## src/rtl/key_break_conditioner.sv

```systemverilog
// rtl/key_break_conditioner.sv - debounced board keys plus a PC breakpoint FSM for the clock-control block
module key_break_conditioner #(
  parameter int DEBOUNCE_CYCLES = 500000,
  parameter int PC_W            = 32
) (
  input  logic            iCLK_50,
  input  logic            Reset,
  input  logic [3:0]      iKEY_raw,
  input  logic            iCPU_CLK,
  input  logic [PC_W-1:0] iPC,
  input  logic [PC_W-1:0] iBreakAddr,
  input  logic            iBreakEn,
  output logic [3:0]      oKEY,
  output logic [3:0]      oKEYPress,
  output logic [3:0]      oKEYRelease,
  output logic            oBreak
);

  localparam int CNT_W = (DEBOUNCE_CYCLES > 1) ? $clog2(DEBOUNCE_CYCLES) : 1;
  localparam logic [CNT_W-1:0] CNT_LAST = CNT_W'(DEBOUNCE_CYCLES - 1);

  typedef enum logic [1:0] {IDLE, ARMED, HALTED, SKIP} state_t;

  logic [3:0]       key_s1, key_s2;
  logic [CNT_W-1:0] cnt [4];

  // Each key restarts its count whenever the synchronized input agrees with the accepted level.
  always_ff @(posedge iCLK_50 or posedge Reset) begin
    if (Reset) begin
      key_s1      <= '1;
      key_s2      <= '1;
      oKEY        <= '1;
      oKEYPress   <= '0;
      oKEYRelease <= '0;
      for (int i = 0; i < 4; i++) cnt[i] <= '0;
    end else begin
      key_s1 <= iKEY_raw;
      key_s2 <= key_s1;
      for (int i = 0; i < 4; i++) begin
        oKEYPress[i]   <= 1'b0;
        oKEYRelease[i] <= 1'b0;
        if (key_s2[i] == oKEY[i]) begin
          cnt[i] <= '0;
        end else if (cnt[i] == CNT_LAST) begin
          oKEY[i]        <= key_s2[i];
          cnt[i]         <= '0;
          oKEYPress[i]   <= ~key_s2[i];
          oKEYRelease[i] <= key_s2[i];
        end else begin
          cnt[i] <= cnt[i] + CNT_W'(1);
        end
      end
    end
  end

  logic [2:0]      cpu_sync;
  logic            cpu_rise;
  logic            cmp_en;
  logic [PC_W-1:0] pc_q;
  logic            pc_match;

  assign cpu_rise = cpu_sync[1] & ~cpu_sync[2];
  assign pc_match = (pc_q == iBreakAddr);

  // The PC is sampled two cycles after the CPU edge, by which time it has long settled.
  always_ff @(posedge iCLK_50 or posedge Reset) begin
    if (Reset) begin
      cpu_sync <= '0;
      cmp_en   <= 1'b0;
      pc_q     <= '0;
    end else begin
      cpu_sync <= {cpu_sync[1:0], iCPU_CLK};
      cmp_en   <= cpu_rise;
      if (cpu_rise) pc_q <= iPC;
    end
  end

  state_t state, state_nxt;
  logic   break_nxt;

  always_ff @(posedge iCLK_50 or posedge Reset) begin
    if (Reset) begin
      state  <= IDLE;
      oBreak <= 1'b0;
    end else begin
      state  <= state_nxt;
      oBreak <= break_nxt;
    end
  end

  always_comb begin
    state_nxt = state;
    if (!iBreakEn) begin
      state_nxt = IDLE;
    end else begin
      case (state)
        IDLE:    state_nxt = ARMED;
        ARMED:   if (cmp_en && pc_match) state_nxt = HALTED;
        HALTED:  if (oKEYPress[2]) state_nxt = SKIP;
        SKIP:    if (cmp_en && !pc_match) state_nxt = ARMED;
        default: state_nxt = IDLE;
      endcase
    end
  end

  always_comb begin
    break_nxt = (state_nxt == HALTED);
  end

endmodule

```

## config.mk

```make
export PLATFORM = sky130hd
export DESIGN_NAME = key_break_conditioner
export DESIGN_NICKNAME = d
export VERILOG_FILES = /design/src/rtl/key_break_conditioner.sv
export SDC_FILE = /design/constraint.sdc
export NUM_CORES = 1
export LEC_CHECK = 0
export ABC_AREA = 1
export BUFFER_PORTS_ARGS = -buffer_cell sky130_fd_sc_hd__buf_4
export CAP_MARGIN = 5
export CORE_MARGIN = 2
export CORE_UTILIZATION = 25
export DETAILED_ROUTE_END_ITERATION = 12
export PLACE_DENSITY_LB_ADDON = 0.15
export SLEW_MARGIN = 15
export SYNTH_ARGS = -nofsm -noshare
export SYNTH_HDL_FRONTEND = slang
export SYNTH_SLANG_ARGS = --single-unit
export TNS_END_PERCENT = 1
```

## constraint.sdc

```tcl
create_clock -name iCLK_50 -period 4.5 [get_ports iCLK_50]
set_input_delay 0.225 -clock iCLK_50 [delete_from_list [all_inputs] [get_ports iCLK_50]]
set_output_delay 0.225 -clock iCLK_50 [all_outputs]
set_load 0.01 [all_outputs]
```

==> results.py, run 1 <==
metrics = {
    "cells_and_area": {
        "nets": 1024,
        "drive_gt1_frac": 0.173,
        "num_antenna_cells": 0,
        "final_cell_count_no_fill": 1302,
        "syn2layout_area_growth_pct": 26.7,
        "final_cell_area_um2": 8570,
    },
    "yosys": {
        "syn_inst": 836,
        "yosysMostFrequentCell": "nand2_1",
        "mappedNetlistNets": 912,
        "synth_top_area_frac": 0.455,
        "synth-edff-count": 0,
        "yosys_warnings": 0,
        "synth_area_um2": 6770,
        "synthArstFlopShare": 1.00,
        "synth_area_per_cell_um2": 8.09,
        "ys_ff_latch": 135,
        "yosysUniqueCellTypes": 40,
        "yosys.area.top_type": "dfrtp_1",
        "ys.flop_type": "dfrtp_1",
        "yosysSeqAreaShare": 0.501,
        "synth_common_cells": "nand2_1 (192), nor2_1 (124), dfrtp_1 (123)",
        "synth_area_leaders": "dfrtp_1 (45%), nand2_1 (11%), nor2_1 (6.9%)",
    },
    "placed_design": {
        "dp.cells": 1256,
        "dpl.hpwl_um": 12100,
        "globalplace.congestion": 0.780,
        "place_area_um2": 7820,
        "io_buffers": 84,
    },
    "global_route": {
        "grt_max_degree": 59,
        "grt_usage": 0.125,
        "antenna_found_initial": 0,
        "grt_pass1_wl_um": 28300,
        "overflow": 0,
        "grt_pass1_vias": 5584,
    },
    "critical_path": {
        "arrival_ps": 2360,
        "cp-start-kind": "register",
        "r2r_start": "cnt[38]$_DFF_PP0_",
        "r2r_setup_slack_ps": 2450,
        "crit_type": "reg2reg",
        "cp.required_ps": 4810,
        "reg2reg_depth": 9,
        "worst_setup_path_end_kind": "register",
        "cp_max_fo": 11,
        "worst_r2r_endpoint": "cnt[47]$_DFF_PP0_",
    },
    "power": {
        "power_density_nw_per_um2": 347,
        "switchingPower_uw": 708,
        "leakage_nw": 3.88,
        "ir_drop_uv": 173,
        "finalPower_mw": 2.98,
        "pwr-share-seq": 0.437,
        "power_frac_clock": 0.485,
        "p_int_mw": 2.27,
        "switching_share": 0.238,
        "pwr-share-comb": 0.077,
    },
    "detailed_routing": {
        "wl_um": 16800,
        "vias_per_cell": 4.32,
        "first_iter_violations": 255,
        "wl_per_cell_um": 12.9,
        "ant_nets": 0,
        "vias": 5626,
        "drc": 0,
        "drtPass1Iterations": 5,
    },
    "run_status": {
        "status": "complete, no violations",
    },
    "floorplan": {
        "fp-row-count": 60,
        "start_util": 0.253,
        "fp.dieH_um": 169,
        "io_pins": 85,
        "core_area_um2": 26700,
        "dieArea_um2": 28400,
        "die_width_um": 169,
    },
    "clock_network": {
        "clock_latency_ps": 420,
        "cts.sinks": 135,
        "clockBufferDepth": 2,
        "cts_setup_buffers": 0,
        "clock-root-buffer": "clkbuf_16",
        "clkTransAtPathRegs_ps": 60,
        "ctsHoldBuffers": 14,
        "numCtsBuffers": 17,
        "htreeDepth": 4,
        "cts_tree": "built",
        "cts_resized": 0,
    },
    "hold_path": {
        "hold_class": "in2reg",
        "hold_end": "pc_q[12]$_DFFE_PP0P_",
        "whs_path_depth": 3,
        "hp-start": "iPC[12]",
    },
    "sta": {
        "min_period_ps": 2050,
        "slew_viol_final": 0,
        "finalClockSkew_ps": 9.74,
        "rsz0062_at_grt": "false",
        "fin_setup_tns_ps": 0,
        "max_freq_ghz": 0.488,
        "finalSetupViolations": 0,
        "worst_slew_pin_slew_ps": 1030,
        "whs_ps": 18.9,
        "fin_crit_sh": 0.455,
        "hold_viol_final": 0,
        "slew_headroom": 0.305,
    },
    "run": {
        "drv_cap": 0,
    },
}
worst max path at each step:
stage,slack (ps),start,endpoint,cells past startpoint
floorplan,680,Reset,cmp_en$_DFF_PP0_,1
global placement,2520,cnt[38]$_DFF_PP0_,cnt[47]$_DFF_PP0_,9
detailed placement,2420,cnt[38]$_DFF_PP0_,cnt[47]$_DFF_PP0_,9
CTS,2400,cnt[38]$_DFF_PP0_,cnt[47]$_DFF_PP0_,9
global route,2110,cnt[38]$_DFF_PP0_,cnt[47]$_DFF_PP0_,9
finish,2450,cnt[38]$_DFF_PP0_,cnt[47]$_DFF_PP0_,9
stage by stage:
stage / utilization / setup slack, ps
2_1_floorplan: - / 684
3_3_place_gp: 0.293 / 2520
3_5_place_dp: 0.293 / 2420
4_1_cts: 0.321 / 2400
5_1_grt: 0.321 / 2110
6_report: 0.321 / 2450
cells in the final DEF, fill, tap and decap left out, types with 3 or more instances in the layout:
cell type	count
inv_1	119
clkbuf_16	17
o21ai_0	22
nand3_2	3
ha_1	4
buf_4	87
a31oi_1	4
dfrtp_1	123
nor4_1	6
nand4_1	35
a211oi_1	4
clkinvlp_4	3
dlygate4sd3_1	14
nor2_2	11
dfstp_2	12
o21ai_1	3
nor2_1	123
a21oi_1	18
nand3_1	26
nand4_2	3
nor3_1	43
nor2_4	5
nand2_1	192
xor2_1	33
xnor2_1	6
bufinv_16	3
clkinv_2	4
nor3b_1	10
per-layer routing:
metal	share of wire	up-vias	wire length [um]	GRT usage
met5	0	-	0	0
met2	0.46	96	7680	0.198
met1	0.49	2606	8180	0.170
li1	-	2907	-	-
met4	0.014	0	233	0.0431
met3	0.039	17	661	0.0255
state kept, by name, summed over array words and instances (netlist names):
name	flops
state	2
oKEYRelease	4
oBreak	1
key_s2	4
oKEYPress	4
cnt	76
key_s1	4
cpu_sync	3
pc_q	32
cmp_en	1
oKEY	4
cell type report:
class                           instances  area (um^2)
Fill cell                            2843        18200
Timing Repair Buffer                  101          793
Tap cell                              341          427
Clock inverter                         12          150
Inverter                              122          463
Multi-Input combinational cell        571         2890
Sequential cell                       135         3390
Clock buffer                           20          457
power by group through the flow:
stage | Sequential, mW | Combinational (mW) | Clock [mW]
finish | 1.30 | 0.230 | 1.45
global route | 1.31 | 0.271 | 1.56
CTS | 1.30 | 0.239 | 1.50
detailed placement | 1.32 | 0.228 | 0
global placement | 1.32 | 0.227 | 0
floorplan | 1.32 | 0.133 | 0
cell families (layout without fill, tap and decap cells):
family / after synthesis / after routing / synth area share
simple gates: 467 / 467 / 0.315
compound gates: 61 / 61 / 0.0523
flops: 135 / 135 / 0.501
buf+inv: 130 / 255 / 0.0729
xor+xnor: 39 / 39 / 0.0505
fa+ha+maj: 4 / 4 / 0.00740
critical path, stage by stage, from the launching register on:
cell and delay (ps):
dfrtp_1 370, ha_1 230, nand2_1 110, nor2_2 180, inv_2 60, nor2_1 100
nand2_1 90, o21ai_1 580, nor2_1 90, o21a_1 140
(Power assumes the default switching activity.)
==> run 2, diff against run 1 <==
Clock period 4.5 ns to 1.88 ns, I/O delays scaled along.
==> run 2 against run 1 <==
  * Clock-buffer cell count grew 4
  * Power rose by 140%
  * Cell count grew 2.9%
  * Largest power group unchanged
==> results.py, run 2 (synthesis gave the netlist of run 1 again) <==
metrics = {
    "global_route": {
        "overflow": 0,
        "grt_pass1_vias": 5850,
        "antenna_found_initial": 0,
        "grt_max_degree": 76,
        "grt_pass1_wl_um": 28600,
        "grt_usage": 0.127,
    },
    "critical_path": {
        "path_delay_family": "simple AND/OR/NAND/NOR gates",
        "cp.required_ps": 2170,
        "cp-start-kind": "register",
        "reg2reg_depth": 8,
        "worst_setup_path_end_kind": "register",
        "r2r_setup_slack_ps": 170,
        "critPathBufInv": 0,
        "arrival_ps": 1990,
        "slowest_delay_ps": 380,
        "crit_type": "reg2reg",
        "cp_max_fo": 5,
        "path_cells": "ha_1 -> nand4_1 -> nor2_2 -> nand3_1 -> nor2_1 -> nand2_1 -> xor2_1 -> nor2_1",
        "cp_slowest_cell": "dfrtp_1",
        "crit_cells": 8,
        "crit_top_cell": "nor2_1",
    },
    "cells_and_area": {
        "final_cell_count_no_fill": 1340,
        "final_cell_area_um2": 8970,
        "largest_reg_flops": 76,
        "reg_top3": "cnt (76), pc_q (32)",
        "syn2layout_area_growth_pct": 32.5,
        "fin_util": 0.335,
        "num_antenna_cells": 0,
        "nets": 1062,
        "largest_register": "cnt",
        "final_common_cell": "nand2_1",
        "drive_gt1_frac": 0.179,
        "final_cell_mix": "nand2_1 (191), dfrtp_1 (123), nor2_1 (121)",
    },
    "hold_path": {
        "hold_class": "in2reg",
        "whs_path_depth": 10,
    },
    "power": {
        "ir_drop_uv": 536,
        "power_density_nw_per_um2": 809,
        "leakage_nw": 4.06,
        "finalPower_mw": 7.25,
    },
    "sta": {
        "max_freq_ghz": 0.586,
        "worst_slew_pin_slew_ps": 659,
        "finalSetupViolations": 0,
        "hold_viol_final": 0,
        "fin_crit_sh": 0.907,
        "rsz0062_at_grt": "true",
        "min_period_ps": 1710,
        "finalClockSkew_ps": 18.6,
        "slew_headroom": 0.559,
        "slew_viol_final": 0,
        "finalWorstSetupSlack_ps": 175,
        "whs_ps": 302,
        "fin_setup_tns_ps": 0,
    },
    "floorplan": {
        "start_util": 0.253,
        "die_width_um": 169,
        "core_area_um2": 26700,
        "fp-row-count": 60,
        "io_pins": 85,
        "dieArea_um2": 28400,
        "fp.dieH_um": 169,
    },
    "placed_design": {
        "dpl.hpwl_um": 12000,
        "post-place-ws_ps": 138,
        "dp.cells": 1268,
        "globalplace.congestion": 0.818,
        "place_area_um2": 7940,
        "io_buffers": 84,
    },
    "detailed_routing": {
        "vias": 5769,
        "vias_per_cell": 4.31,
        "wl_um": 16900,
        "first_iter_violations": 315,
        "drc": 0,
        "drtPass1Iterations": 6,
        "ant_nets": 0,
        "wl_per_cell_um": 12.6,
    },
    "clock_network": {
        "cts.sinks": 135,
        "clkTransAtPathRegs_ps": 60,
        "numCtsBuffers": 17,
        "clockBufferDepth": 2,
        "clock_latency_ps": 420,
        "htreeDepth": 4,
        "clock-root-buffer": "clkbuf_16",
        "cts_tree": "built",
        "cts_setup_buffers": 0,
    },
    "run": {
        "drv_cap": 0,
    },
    "run_status": {
        "status": "complete, no violations",
    },
}
run 2: cell count changes in the layout (fill, tap and decap cells not counted), sizes merged:
cell / before / now
clkbuf: 20 / 24
inv: 123 / 121
dlygate4sd3: 14 / 39
bufinv: 3 / 4
clkinv: 5 / 4
clkinvlp: 3 / 1
buf: 87 / 100
run 2: layout make-up:
| cell class | count | area, um^2 |
|---|---|---|
| well taps | 341 | 427 |
| flip-flops and latches | 135 | 3390 |
| inverters | 122 | 462 |
| clock buffers | 24 | 462 |
| fillers | 2797 | 17800 |
| clock inverters | 8 | 148 |
| repair buffers | 139 | 1160 |
| multi-input cells | 571 | 2910 |
run 2: report_power, final:
part	leakage [nW]	internal [mW]	switching [mW]	total, mW
Combinational	1.99	0.293	0.317	0.610
Clock	0.296	2.26	1.27	3.53
Sequential	1.77	3.04	0.0783	3.12
Total	4.06	5.59	1.66	7.25
run 2: final timing paths:
check / start / to
worst max-delay path: cnt[19]$_DFF_PP0_ / cnt[31]$_DFF_PP0_
worst min-delay path: iBreakAddr[3] / state[1]$_DFF_PP0_
worst max register to register: cnt[19]$_DFF_PP0_ / cnt[31]$_DFF_PP0_
worst min register to register: cpu_sync[0]$_DFF_PP0_ / cpu_sync[1]$_DFF_PP0_
max in group asynchronous: Reset / cnt[8]$_DFF_PP0_
min in group asynchronous: Reset / oKEYRelease[2]$_DFF_PP0_
run 2: repair_timing:
action                                 CTS  global route
hold buffers                            39             0
resized for setup                        0            10
setup endpoints to repair                0            10
endpoints found under the hold margin  163             0
run 2: worst reg2reg max path, stage by stage, from the launching register on:
cell	delay, ps
dfrtp_1	380
ha_1	250
nand4_1	190
nor2_2	180
nand3_1	110
nor2_1	180
nand2_1	90
xor2_1	140
nor2_1	50
run 2: metal layers:
metal	global-route usage	up-vias	part of all wire
met4	0.0360	0	0.011
met5	0	-	0
li1	-	2978	-
met1	0.166	2695	0.49
met3	0.0285	10	0.030
met2	0.210	86	0.47
==> run 3, diff against run 2 <==
Settings changed: GPL_TIMING_DRIVEN from default to 0.
==> run 3 against run 2 <==
  * Die area unchanged
  * Global-route usage about the same
  * Fmax down 4.7%
  * Highest routed layer unchanged
==> results.py, run 3 (synthesis gave the netlist of run 1 again) <==
metrics = {
    "clock_network": {
        "clockBufferDepth": 2,
        "clock_latency_ps": 420,
        "numCtsBuffers": 17,
        "htreeDepth": 4,
        "clock-root-buffer": "clkbuf_16",
        "cts_setup_buffers": 0,
        "cts.sinks": 135,
        "clkTransAtPathRegs_ps": 60,
        "cts_tree": "built",
    },
    "global_route": {
        "grt_pass1_vias": 5761,
        "grt_usage": 0.126,
        "overflow": 0,
        "grt_max_degree": 31,
        "grt_pass1_wl_um": 28600,
        "antenna_found_initial": 0,
    },
    "cells_and_area": {
        "final_common_cell": "nand2_1",
        "syn2layout_area_growth_pct": 33.4,
        "drive_gt1_frac": 0.183,
        "final_cell_mix": "nand2_1 (191), dfrtp_1 (123), nor2_1 (120)",
        "largest_register": "cnt",
        "final_cell_count_no_fill": 1336,
        "fin_util": 0.338,
        "num_antenna_cells": 0,
        "nets": 1058,
        "final_cell_area_um2": 9020,
        "reg_top3": "cnt (76), pc_q (32)",
        "largest_reg_flops": 76,
    },
    "sta": {
        "hold_viol_final": 0,
        "finalWorstSetupSlack_ps": 89.7,
        "fin_setup_tns_ps": 0,
        "fin_crit_sh": 0.952,
        "rsz0062_at_grt": "true",
        "finalClockSkew_ps": 20.6,
        "whs_ps": 261,
        "max_freq_ghz": 0.559,
        "finalSetupViolations": 0,
        "worst_slew_pin_slew_ps": 745,
        "min_period_ps": 1790,
        "slew_viol_final": 0,
        "slew_headroom": 0.501,
    },
    "hold_path": {
        "hold_end": "state[1]$_DFF_PP0_",
        "hold_class": "in2reg",
        "hp-start": "iBreakAddr[12]",
        "whs_path_depth": 8,
    },
    "floorplan": {
        "start_util": 0.253,
        "dieArea_um2": 28400,
        "core_area_um2": 26700,
        "fp.dieH_um": 169,
        "fp-row-count": 60,
        "die_width_um": 169,
        "io_pins": 85,
    },
    "power": {
        "leakage_nw": 4.05,
        "finalPower_mw": 7.45,
        "power_density_nw_per_um2": 826,
        "ir_drop_uv": 531,
    },
    "detailed_routing": {
        "drtPass1Iterations": 4,
        "wl_per_cell_um": 12.7,
        "ant_nets": 0,
        "wl_um": 17000,
        "vias_per_cell": 4.25,
        "vias": 5673,
        "drc": 0,
        "first_iter_violations": 221,
    },
    "placed_design": {
        "globalplace.congestion": 0.787,
        "dpl.hpwl_um": 12500,
        "place_area_um2": 7910,
        "dp.cells": 1265,
        "io_buffers": 84,
        "post-place-ws_ps": -80.7,
    },
    "critical_path": {
        "path_cells": "ha_2 -> nand4_2 -> nor3_1 -> nand3_2 -> o21ai_4 -> nor3_1",
        "slowest_delay_ps": 410,
        "path_delay_family": "simple AND/OR/NAND/NOR gates",
        "cp_max_fo": 10,
        "cp_slowest_cell": "dfrtp_1",
        "worst_setup_path_end_kind": "register",
        "critPathBufInv": 0,
        "cp.required_ps": 2150,
        "arrival_ps": 2060,
        "worst_r2r_endpoint": "cnt[16]$_DFF_PP0_",
        "crit_top_cell": "nor3_1",
        "r2r_start": "cnt[0]$_DFF_PP0_",
        "reg2reg_depth": 6,
        "r2r_setup_slack_ps": 90,
        "crit_type": "reg2reg",
        "cp-start-kind": "register",
    },
    "run": {
        "drv_cap": 0,
    },
    "run_status": {
        "status": "complete, no violations",
    },
}
==> run 3: changes by cell type in the layout (fill, tap and decap cells not counted), sizes merged <==
| cell | previous run | this run |
|---|---|---|
| clkinv | 4 | 7 |
| clkinvlp | 1 | 3 |
| buf | 100 | 90 |
| bufinv | 4 | 5 |
| clkbuf | 24 | 23 |
| inv | 121 | 122 |
==> run 3: final cells by class <==
cell class                 instances  area (um^2)
buffer                             8         38.8
clock buffer                      17          425
inverter                         122          462
clock inverter                    15          228
tap                              341          427
fill                            2824        17700
multi-input combinational        571         2950
timing repair buffer             127         1100
sequential                       135         3390
==> run 3: how the worst max path moves through the flow <==
stage | startpoint | end | depth (start not counted) | slack [ps]
2_1_floorplan | Reset | cmp_en$_DFF_PP0_ | 1 | 120
3_3_place_gp | Reset | oKEYPress[3]$_DFF_PP0_ | 2 | -1040
3_5_place_dp | cnt[0]$_DFF_PP0_ | cnt[15]$_DFF_PP0_ | 6 | -80
4_1_cts | cnt[19]$_DFF_PP0_ | cnt[35]$_DFF_PP0_ | 6 | 3
5_1_grt | cnt[0]$_DFF_PP0_ | cnt[16]$_DFF_PP0_ | 8 | -50
6_report | cnt[0]$_DFF_PP0_ | cnt[16]$_DFF_PP0_ | 6 | 90
==> run 3: power by group <==
group          switching (mW)  total [mW]  leakage [nW]  internal (mW)
Combinational           0.324       0.623          1.96          0.299
Clock                    1.35        3.71         0.313           2.36
Sequential             0.0811        3.12          1.77           3.04
==> run 3: routing by layer <==
| metal | share of wire | track usage | up-vias |
|---|---|---|---|
| li1 | - | - | 2968 |
| met1 | 0.51 | 0.172 | 2626 |
| met2 | 0.46 | 0.203 | 72 |
| met3 | 0.028 | 0.0281 | 7 |
| met4 | 0.0080 | 0.0337 | 0 |
| met5 | 0 | 0 | - |
==> run 3: worst reg2reg max path, cell delays in order, from the launching register on <==
cell and delay [ps]:
dfrtp_1 410, ha_2 270, nand4_2 200, nor3_1 290, nand3_2 180, o21ai_4 200
nor3_1 110
==> run 3: timing repair <==
action | 4_1_cts | 5_1_grt
gates resized for setup | 4 | 16
hold buffers | 39 | 0
endpoints found under the setup margin | 12 | 54
hold endpoints to repair | 57 | 0
